File: config.mk
export PLATFORM = sky130hd
export DESIGN_NAME = arbitro_rr_c
export DESIGN_NICKNAME = d
export VERILOG_FILES = /design/src/rtl/arbitro_rr_c.sv
export SDC_FILE = /design/constraint.sdc
export NUM_CORES = 1
export LEC_CHECK = 0
export BUFFER_PORTS_ARGS = -buffer_cell sky130_fd_sc_hd__buf_2
export CORE_MARGIN = 2
export CORE_UTILIZATION = 40
export DETAILED_ROUTE_END_ITERATION = 6
export GPL_TIMING_DRIVEN = 1
export PLACE_DENSITY = 0.69
export SYNTH_ARGS = -nofsm -noshare
export SYNTH_HDL_FRONTEND = slang
export SYNTH_SLANG_ARGS = --single-unit
File: constraint.sdc
create_clock -name clk -period 3.7 [get_ports clk]
set_clock_uncertainty 0.05 [all_clocks]
set_input_delay 0 -clock clk [delete_from_list [all_inputs] [get_ports clk]]
set_output_delay 0 -clock clk [all_outputs]
set_load 0.1 [all_outputs]
File: src/rtl/arbitro_rr_c.sv
// Round-robin pop arbiter between four upstream class FIFOs and four downstream FIFOs.
// Pops one word, waits for it to appear, then pushes it to the FIFO selected by its destination field.
module arbitro_rr_c #(
    parameter int DW       = 6,
    parameter int DEST_LSB = 4
) (
    input  logic          clk,
    input  logic          reset,
    input  logic [3:0]    fifo_empty_in,
    input  logic [3:0]    valid_in,
    input  logic [DW-1:0] data_in0,
    input  logic [DW-1:0] data_in1,
    input  logic [DW-1:0] data_in2,
    input  logic [DW-1:0] data_in3,
    input  logic [3:0]    almost_full_in,
    input  logic          error_in,
    output logic [3:0]    pop_out,
    output logic [3:0]    push_out,
    output logic [DW-1:0] data_out,
    output logic [1:0]    grant_out,
    output logic          idle_out,
    output logic          error_out
);

    typedef enum logic [5:0] {
        ST_RESET = 6'b000001,
        ST_IDLE  = 6'b000010,
        ST_POP   = 6'b000100,
        ST_WAIT  = 6'b001000,
        ST_PAUSE = 6'b010000,
        ST_ERROR = 6'b100000
    } state_t;

    state_t        state, state_next;
    logic [1:0]    ptr, ptr_next;
    logic [1:0]    grant_next;
    logic [3:0]    pop_next, push_next;
    logic [DW-1:0] data_next;
    logic [DW-1:0] word_sel;
    logic [1:0]    dest;
    logic [1:0]    cand, scan_idx;
    logic          cand_valid;

    // Scan from the highest offset down so the closest non-empty FIFO after ptr wins.
    always_comb begin
        cand       = 2'd0;
        cand_valid = 1'b0;
        scan_idx   = 2'd0;
        for (int k = 3; k >= 0; k--) begin
            scan_idx = ptr + 2'(k);
            if (!fifo_empty_in[scan_idx]) begin
                cand       = scan_idx;
                cand_valid = 1'b1;
            end
        end
    end

    always_comb begin
        word_sel = data_in0;
        case (grant_out)
            2'd0: word_sel = data_in0;
            2'd1: word_sel = data_in1;
            2'd2: word_sel = data_in2;
            2'd3: word_sel = data_in3;
            default: word_sel = data_in0;
        endcase
    end

    assign dest = word_sel[DEST_LSB+1:DEST_LSB];

    always_comb begin
        state_next = state;
        ptr_next   = ptr;
        grant_next = grant_out;
        pop_next   = 4'b0000;
        push_next  = 4'b0000;
        data_next  = data_out;
        case (state)
            ST_RESET: state_next = ST_IDLE;
            ST_IDLE: begin
                if (error_in) begin
                    state_next = ST_ERROR;
                end else if (|almost_full_in) begin
                    state_next = ST_PAUSE;
                end else if (cand_valid) begin
                    pop_next   = 4'b0001 << cand;
                    grant_next = cand;
                    state_next = ST_POP;
                end
            end
            ST_POP: begin
                state_next = error_in ? ST_ERROR : ST_WAIT;
            end
            // A word missing its valid is dropped; the pointer still advances past it.
            ST_WAIT: begin
                if (error_in) begin
                    state_next = ST_ERROR;
                end else begin
                    if (valid_in[grant_out]) begin
                        data_next = word_sel;
                        push_next = 4'b0001 << dest;
                    end
                    ptr_next   = grant_out + 2'd1;
                    state_next = ST_IDLE;
                end
            end
            ST_PAUSE: begin
                if (error_in) begin
                    state_next = ST_ERROR;
                end else if (almost_full_in == 4'b0000) begin
                    state_next = ST_IDLE;
                end
            end
            ST_ERROR: state_next = ST_ERROR;
            default:  state_next = ST_RESET;
        endcase
    end

    always_ff @(posedge clk) begin
        if (!reset) begin
            state     <= ST_RESET;
            ptr       <= 2'd0;
            grant_out <= 2'd0;
            pop_out   <= 4'b0000;
            push_out  <= 4'b0000;
            data_out  <= '0;
        end else begin
            state     <= state_next;
            ptr       <= ptr_next;
            grant_out <= grant_next;
            pop_out   <= pop_next;
            push_out  <= push_next;
            data_out  <= data_next;
        end
    end

    assign idle_out  = (state == ST_IDLE) && (&fifo_empty_in);
    assign error_out = (state == ST_ERROR);

endmodule

# == Word-level counts from Yosys, hierarchy flattened ==
# Cells that the tools add are included.
# word_totals
register_bits,24
inputBits,39
out_inout_bits,18
elab_cells,73
# classes
n_addsub,4
magnitude_cmp,5
eq_ne,11
shifts,2
n_mux,27
bitwise,7
n_reduce_logical,11
# ops
cell,count
$mux 6,7
$pmux 6 s6,1
$pmux 6 s4,1
$lt 2x3->1 const B,5
$bmux 1 s2,5
$mux 1,9
$mux 2,4
$reduce_and 4->1,2
$reduce_or 4->1,2
$reduce_or 8->1,1
$shl 1x2->4 const A,2
$not 1->1,7
$eq 6x1->1 const B,1
$eq 6x2->1 const B,1
$eq 6x3->1 const B,1
$eq 6x4->1 const B,1
$eq 6x5->1 const B,1
$eq 6x6->1 const B,1
$add 2x1->2 const B,2
$add 2x2->2 const B,2
$eq 2x2->1 const B,2
$logic_not 4->1,1
$ne 4x4->1 const B,1
$reduce_and 2->1,2
other kinds (5),5

# == Depth between registers and ports, before layout ==
# Gate-level depths: netlist of the first run.
# logic_depth
depth_word,11
ltp_mapped,6
mapped_depth_nobuf,6

# == Worst setup path before layout of the first run ==
# OpenSTA, ideal clock, no wires.
# synth_timing
kind,flip-flop to flip-flop
from,register state[4]
to,register state[1]
setup_ps,64
arrival_time_ps,2448
required_ps,3586
setup_slack_ps,1138
stages_incl_launch_ff,6
n_path_buf,1
period_less_slack_ps,2562
path_cell_list,dfxtp_1 -> buf_2 -> nor4_4 -> nand3b_1 -> nor2_1 -> a31o_2
# synth_via
elab_chain_len,3
word_cells_on_any_way,10
cone_classes,8 x eq/ne; 1 x mux; 1 x reduce/logical
# synth_rtl
item,line,text
from (decl),34,"state_t state, state_next;"
from (signal assigned),128,state <= state_next;
$eq 6x2->1 / $eq 6x5->1 (equally long branches),78,case (state)
$ne 4x4->1 (no source line) / $ne 3x3->1 (equally long branches),--,
$reduce_and 2->1 (no source line),--,
# Several ways; a longest one is shown, not always the timed one.
# A chain may end at the register's enable or synchronous reset.

# == Final worst setup path of the first run ==
# layout_timing
from,register state[4]
to,output idle_out
# layout_via
elab_chain_len,2
# layout_rtl
item,line,text
$eq 6x2->1,137,assign idle_out = (state == ST_IDLE) && (&fifo_empty_in);
$logic_and 1x1->1,137,
to (decl),21,"output logic idle_out,"
# No other way between the ends.

==> impl_metrics.json, run 1 <==
{
  "cap_violations": 0,
  "gp_routability_congestion": 0.781,
  "cts_tree": "yes",
  "fin_crit_ns": 1.98,
  "grt_remaining_overflow": 0,
  "cts.htree.levels": 1,
  "start_kind": "flop",
  "cts.sinks": 24,
  "drc": 0,
  "clkLatencyLatePin_ns": 0.31,
  "drive_above_1_share_pct": 35.5,
  "clk_pin_slew_worst_paths_ns": 0.13,
  "clockBufferDepth": 2,
  "synthCells": 137,
  "path_cells": "nor4_4, nand3b_1, nor2_1, buf_2",
  "status": "complete, no violations",
  "setup_viol": 0,
  "synth_area_leaders": "dfxtp_1 37%, nor4_4 6.5%, a222oi_1 4.6%, nor2_1 4.6%, a22o_1 4.0%",
  "crit_path_max_incr_delay_ns": 0.46,
  "cts_setup_buffers": 0,
  "ys_async_sr_fraction_pct": 0,
  "crit_buf_inv": 1,
  "yosysMostFrequentCell": "dfxtp_1",
  "cp-end-kind": "output pin",
  "synthFlopType": "dfxtp_1",
  "tns_ns": 0,
  "synth.yosys.warnings": 0,
  "synthDistinctLibCells": 42,
  "ys_seq_area_share_pct": 36.9,
  "port_buffers": 56,
  "synth_commonest_cells": "24 x dfxtp_1, 16 x nor2_1, 10 x nand2_1, 8 x o21ai_0, 7 x inv_1",
  "syn2layout_area_growth_pct": 31.6,
  "detail-route-antenna-nets": 0,
  "slowest_stage": "dfxtp_1",
  "die_area_um2": 3730,
  "clock.fmax_mhz": 506,
  "ys_ff_latch": 24,
  "hpwl_mm": 2.49,
  "grt_pass1_wl_mm": 5.00,
  "coreArea_um2": 3080,
  "syn-mean-instance-area_um2": 9.51,
  "cts_root_buffer": "clkbuf_4",
  "die_w_um": 61.1,
  "grt_max_degree": 14,
  "antenna_found_initial": 0,
  "first_pass_iters": 4,
  "initial_utilization_pct": 42.3,
  "n_antenna_cell": 0,
  "std_cell_rows": 20,
  "rsz0062_at_grt": "false",
  "wl_per_cell_um": 13.1,
  "yosys.area.top_type_share_pct": 36.9,
  "reg2reg_setup_slack_ns": 2.01,
  "drtIter0Drc": 54,
  "nets": 244,
  "routed_via_density": 5.27,
  "yosysTopAreaCell": "dfxtp_1",
  "synth_edf_count": 0,
  "worst_slew_pin_slew_ns": 0.497,
  "track_usage_pct": 17.7,
  "syn_area_um2": 1300,
  "maxSlewViolCount": 0,
  "cts_made_buffers": 3,
  "grt_pass1_vias": 1148,
  "min_path_type": "primary input to flop",
  "routed_wl_mm": 3.20,
  "fillCellCount": 298,
  "ios": 57,
  "critPathKind": "flop to output pin",
  "powerDensity_nw_per_um2": 289,
  "min_period_over_period_pct": 53.4,
  "critPathArrivalTime_ns": 1.93,
  "critPathMaxFanout": 8,
  "synth_nets": 180,
  "crit_family": "simple AND/OR/NAND/NOR gates",
  "cp.required_ns": 3.65,
  "leakagePower_nw": 0.827,
  "slew_headroom_pct": 67.1,
  "chipHeight_um": 61.1,
  "vias": 1286,
  "total_power_mw": 0.495,
  "vdd_drop_max_mv": 0.222,
  "final_hold_viol_count": 0
}
stage by stage:
step | instance area (um^2) | hold slack, ns | setup slack [ns] | cells | util (%)
after floorplan | 1300 | 0.0262 | 1.14 | 137 | -
after global placement | 1620 | 0.224 | 2.10 | 234 | 52.6
after detailed placement | 1620 | 0.224 | 2.03 | 234 | 52.6
after CTS | 1710 | 0.0207 | 1.73 | 244 | 55.7
after global routing | 1710 | 0.0324 | 1.61 | 244 | 55.7
final | 1710 | 0.0251 | 1.72 | 244 | 55.7
per-layer routing:
layer	vias up	global-route usage [%]	part of all wire, %
met3	2	6.51	8.2
met4	0	1.86	0.28
met1	584	21.2	44
li1	646	-	-
met5	-	0	0
met2	54	31.3	48
layout by cell type (no fill, tap or decap), types with 3 or more instances in the layout:
cell type and count:
a222oi_1 6, dlygate4sd3_1 6, nor3_1 4, nor4_4 4, dfxtp_1 24, buf_2 56, nor2b_1 4, nand2_1 10
ha_1 4, o21ai_0 8, a22o_1 6, mux2i_1 4, inv_1 7, nor2_1 16, clkbuf_4 3, nand3b_1 3
state kept, by name (all words and copies together) (netlist names):
name,flops
ptr,2
grant_out,2
state,6
pop_out,4
push_out,4
data_out,6
worst reg2reg max path: cells and delay by family (launching register included):
family | cells | cell delay (ns)
muxes | 1 | 0.55
and+or+nand+nor | 1 | 0.30
AOI/OAI and AO/OA | 1 | 0.23
DFF | 1 | 0.46
what timing repair did:
action,in CTS,in global routing
hold buffers,6,0
gates resized for setup,0,0
hold endpoints to repair,12,0
worst paths after layout:
path / startpoint / end / cells past startpoint
max: state[4] / idle_out / 4
min: data_in0[4] / push_out[0] / 4
max reg2reg: grant_out[0] / data_out[0] / 3
min reg2reg: data_out[4] / data_out[4] / 2
where the power goes:
part	switching (mW)	internal, mW	leakage, nW
Sequential	0.0136	0.263	0.194
Combinational	0.0336	0.0473	0.612
Clock	0.0777	0.0601	0.0210
cell families after synthesis:
logic type               share of synthesized area [%]
AO/OA/AOI/OAI                                     19.1
XOR/XNOR                                          1.35
adder cells (fa/ha/maj)                           3.84
buffers and inverters                             3.55
flip-flops                                        36.9
multiplexers                                      4.80
AND/OR/NAND/NOR                                   30.5
area by class of cell:
| type | instances | area (um^2) | area share [%] |
|---|---|---|---|
| Multi-Input combinational cell | 103 | 776 | 45.3 |
| Sequential cell | 24 | 480 | 28.0 |
| Timing Repair Buffer | 62 | 340 | 19.9 |
| Tap cell | 44 | 55.1 | 3.21 |
| Clock buffer | 4 | 36.3 | 2.12 |
| Inverter | 7 | 26.3 | 1.53 |
Power figures use the tool's default switching activity.
==> run 2: changes to the inputs <==
- PLACE_DENSITY: 0.69 -> 0.72
- clock period: 3.7 -> 1.6 ns (I/O delays scaled with it)
==> impl_metrics.json, run 2 (synthesis gave the netlist of run 1 again) <==
{
  "hold_path_depth": 4,
  "cts_made_buffers": 3,
  "r2r_start": "state[2]",
  "total_power_mw": 1.18,
  "routed_via_density": 5.38,
  "detail-route-antenna-nets": 0,
  "grt_pass1_vias": 1255,
  "design_area_um2": 1940,
  "placed_cell_area_um2": 1730,
  "maxSlewViolCount": 0,
  "slew_headroom_pct": 67.0,
  "violations": "setup timing",
  "crit_cells": 4,
  "crit_family": "simple AND/OR/NAND/NOR gates",
  "nets": 258,
  "clock.fmax_mhz": 620,
  "track_usage_pct": 18.9,
  "clockBufferDepth": 2,
  "highest_layer": "met4",
  "cts.sinks": 24,
  "cts.htree.levels": 1,
  "syn2layout_area_growth_pct": 48.7,
  "die_w_um": 61.1,
  "min_path_type": "primary input to flop",
  "vdd_drop_max_mv": 0.299,
  "min_period_over_period_pct": 101,
  "worst_slew_pin_slew_ns": 0.498,
  "die_area_um2": 3730,
  "reg.largest.list": "data_out: 6 flops, state: 6 flops",
  "grt_remaining_overflow": 0,
  "path_cells": "nor4_4, nand3b_1, nor2_4, buf_12",
  "cap_violations": 0,
  "port_buffers": 56,
  "chipHeight_um": 61.1,
  "pre_cts_slack_ns": 0.0251,
  "final_hold_viol_count": 0,
  "first_pass_iters": 5,
  "fillCellCount": 281,
  "grt_max_degree": 14,
  "final_cells": 258,
  "dr_wl_met2_mm": 1.76,
  "fin_crit_ns": 1.61,
  "fin_ws_ns": -0.0139,
  "slowest_stage": "dfxtp_2",
  "cts_tree": "yes",
  "gp_routability_congestion": 0.808,
  "start_kind": "flop",
  "clkLatencyLatePin_ns": 0.31,
  "drc": 0,
  "std_cell_rows": 20,
  "drive_above_1_share_pct": 49.1,
  "coreArea_um2": 3080,
  "reg2regPathDepth": 4,
  "critPathKind": "flop to output pin",
  "worstHoldStart": "data_in0[4]",
  "routedLengthMet1_mm": 1.52,
  "antenna_found_initial": 0,
  "dp.cells": 243,
  "critPathArrivalTime_ns": 1.56,
  "hpwl_mm": 2.69,
  "critPathMaxFanout": 3,
  "routed_wl_mm": 3.60,
  "cts_root_buffer": "clkbuf_4",
  "grt_pass1_wl_mm": 5.34,
  "powerDensity_nw_per_um2": 608,
  "crit_start": "state[2]",
  "ios": 57,
  "final_cell_mix": "54 x buf_2, 17 x dfxtp_1, 15 x nor2_1",
  "status": "finished with violations",
  "cp-end-kind": "output pin",
  "vias": 1389,
  "layout_commonest_cell": "buf_2",
  "routed-wl-met3_um": 287,
  "crit_buf_inv": 1,
  "crit_path_max_incr_delay_ns": 0.36,
  "clk_pin_slew_worst_paths_ns": 0.13,
  "drtIter0Drc": 88,
  "initial_utilization_pct": 42.3,
  "rsz0062_at_grt": "true",
  "setup_viol": 1,
  "wl_per_cell_um": 14.0,
  "tns_ns": -0.0139,
  "n_antenna_cell": 0,
  "leakagePower_nw": 0.904,
  "cp.required_ns": 1.55
}
## run 2: cell count changes in the layout (fill, tap and decap cells not counted), sizes merged
cell and change:
buf +14
## run 2: path summary, 6_finish.rpt
path / to / slack [ns]
setup / recovery: idle_out / -0.01
hold / removal: push_out[2] / 0.01
setup reg to reg: pop_out[0] / 0.01
hold reg to reg: data_out[5] / 0.44
## run 2: per-stage QoR
| stage | hold slack [ns] | utilization, % |
|---|---|---|
| after CTS | 0.0161 | 59.7 |
| after global placement | 0.232 | 56.3 |
| after global routing | 0.0174 | 62.9 |
| after floorplan | 0.0262 | - |
| after detailed placement | 0.237 | 56.3 |
| final | 0.00975 | 62.9 |
## run 2: power by group
| group | internal (mW) | switching (mW) |
|---|---|---|
| combinational | 0.129 | 0.0933 |
| clock | 0.139 | 0.178 |
| sequential | 0.607 | 0.0318 |
## run 2: repair_timing
action,in CTS,in global routing
gates cloned,0,0
pin swaps,0,8
endpoints found under the setup margin,3,21
gates resized for setup,1,19
setup buffers,1,5
endpoints found under the hold margin,9,0
hold buffers,6,0
## run 2: worst reg2reg max path, delay by kind of cell, from the launching register on
| kind | cells | cell delay (ns) |
|---|---|---|
| AND/OR/NAND/NOR | 4 | 1.10 |
| flip-flops | 1 | 0.36 |
## run 2: area by class of cell
cell class / count / area, um^2 / share of cell area, %
timing repair buffer: 76 / 475 / 24.5
multi-input combinational: 103 / 850 / 43.9
tap: 44 / 55.1 / 2.84
inverter: 7 / 26.3 / 1.36
clock buffer: 4 / 36.3 / 1.87
sequential: 24 / 494 / 25.5
## run 2: layer usage
metal / global-route usage, % / vias to the layer above
li1: - / 669
met4: 7.45 / 0
met3: 4.41 / 5
met1: 23.2 / 656
met5: 0 / -
met2: 32.1 / 59
==> run 3: changes to the inputs <==
- CORE_UTILIZATION: 40 -> 42
- PLACE_DENSITY: 0.72 -> 0.75
==> impl_metrics.json, run 3 (synthesis gave the netlist of run 1 again) <==
{
  "routed_wl_mm": 3.80,
  "multi_input_area_um2": 866,
  "grt_remaining_overflow": 0,
  "final_cell_mix": "54 x buf_2, 17 x dfxtp_1, 13 x nor2_1",
  "path_cells": "nor4_4, nand3b_1, nand4b_1, nor3_1",
  "placed_cell_area_um2": 1720,
  "cts_made_buffers": 3,
  "critPathKind": "flop to flop",
  "vdd_drop_max_mv": 0.322,
  "layout_commonest_cell": "buf_2",
  "seqCellArea_um2": 494,
  "cts.htree.levels": 1,
  "grt_max_degree": 14,
  "drive_above_1_share_pct": 49.1,
  "final_util_pct": 64.4,
  "highest_layer": "met4",
  "clk_pin_slew_worst_paths_ns": 0.13,
  "clock.fmax_mhz": 623,
  "track_usage_pct": 20.9,
  "initial_utilization_pct": 43.4,
  "port_buffers": 56,
  "hpwl_mm": 2.68,
  "reg2reg_setup_slack_ns": -0.006,
  "worst_slew_pin_slew_ns": 0.498,
  "min_period_over_period_pct": 100,
  "wl_per_cell_um": 15.4,
  "gp_routability_congestion": 0.779,
  "cp-end-kind": "flop",
  "vias": 1405,
  "nets": 258,
  "n_antenna_cell": 0,
  "fin_ws_ns": -0.00615,
  "chipHeight_um": 59.7,
  "dr_wl_met2_mm": 2.00,
  "slew_headroom_pct": 67.0,
  "setup_viol": 1,
  "reg.largest.list": "data_out: 6 flops, state: 6 flops",
  "drtIter0Drc": 81,
  "critPathMaxFanout": 5,
  "grt_pass1_wl_mm": 5.70,
  "coreArea_um2": 3000,
  "first_pass_iters": 4,
  "min_path_type": "primary input to flop",
  "tns_ns": -0.00615,
  "leakagePower_nw": 0.900,
  "total_power_mw": 1.14,
  "fin_crit_ns": 1.61,
  "clockBufferDepth": 2,
  "die_w_um": 59.7,
  "powerDensity_nw_per_um2": 588,
  "cp.required_ns": 1.80,
  "cts_root_buffer": "clkbuf_4",
  "fillCellCount": 261,
  "violations": "setup timing",
  "start_kind": "flop",
  "grt_pass1_vias": 1326,
  "crit_buf_inv": 0,
  "final_cells": 247,
  "cts.sinks": 24,
  "antenna_found_initial": 0,
  "routed-wl-met3_um": 237,
  "clkLatencyLatePin_ns": 0.32,
  "routedLengthMet1_mm": 1.47,
  "cts_tree": "yes",
  "die_area_um2": 3560,
  "slowest_stage": "nand4b_1",
  "detail-route-antenna-nets": 0,
  "pre_cts_slack_ns": -0.0397,
  "routed_via_density": 5.69,
  "holdWs_ns": 0.0262,
  "ios": 57,
  "rsz0062_at_grt": "true",
  "maxSlewViolCount": 0,
  "syn2layout_area_growth_pct": 48.5,
  "critPathArrivalTime_ns": 1.81,
  "final_hold_viol_count": 0,
  "dp.cells": 232,
  "crit_family": "simple AND/OR/NAND/NOR gates",
  "std_cell_rows": 20,
  "design_area_um2": 1930,
  "crit_path_max_incr_delay_ns": 0.39,
  "status": "finished with violations",
  "drc": 0,
  "cap_violations": 0
}
## run 3: cell types whose count changed in the layout (fill, tap and decap cells not counted), sizes merged
| cell | before | now |
|---|---|---|
| buf | 70 | 68 |
| dlygate4sd3 | 6 | 8 |
| clkbuf | 4 | 3 |
| clkinv | 0 | 1 |
## run 3: power by group
part	total, mW	leakage [nW]	switching, mW	internal (mW)
Combinational	0.226	0.687	0.0982	0.128
Sequential	0.638	0.197	0.0304	0.607
Clock	0.274	0.0154	0.182	0.0915
Total	1.14	0.900	0.311	0.827
## run 3: path summary, 6_finish.rpt
path / endpoint / cells past startpoint / from
hold / removal: push_out[2] / 4 / data_in0[4]
setup reg to reg: pop_out[3] / 4 / state[2]
setup / recovery: pop_out[3] / 4 / state[2]
hold reg to reg: data_out[4] / 2 / data_out[4]
## run 3: what timing repair did
action | CTS | global route
hold buffers | 8 | 0
setup buffers | 1 | 2
setup endpoints to repair | 7 | 21
hold endpoints to repair | 11 | 0
pin swaps | 0 | 4
gates resized for setup | 4 | 21
## run 3: routing by layer
metal  GRT usage, %  vias up
li1               -      673
met1           24.8      660
met2           36.8       63
met3           4.33        9
met4           7.30        0
met5              0        -
## run 3: cell type report
class	count	share of cell area [%]
Inverter	7	1.36
Sequential cell	24	25.5
Timing Repair Buffer	76	24.8
Tap cell	33	2.13
Clock buffer	3	1.16
Clock inverter	1	0.194
Multi-Input combinational cell	103	44.8
## run 3: worst reg2reg max path: stages, from the launching register on
cell and delay [ns]:
dfxtp_2 0.35, nor4_4 0.33, nand3b_1 0.21, nand4b_1 0.39, nor3_1 0.22
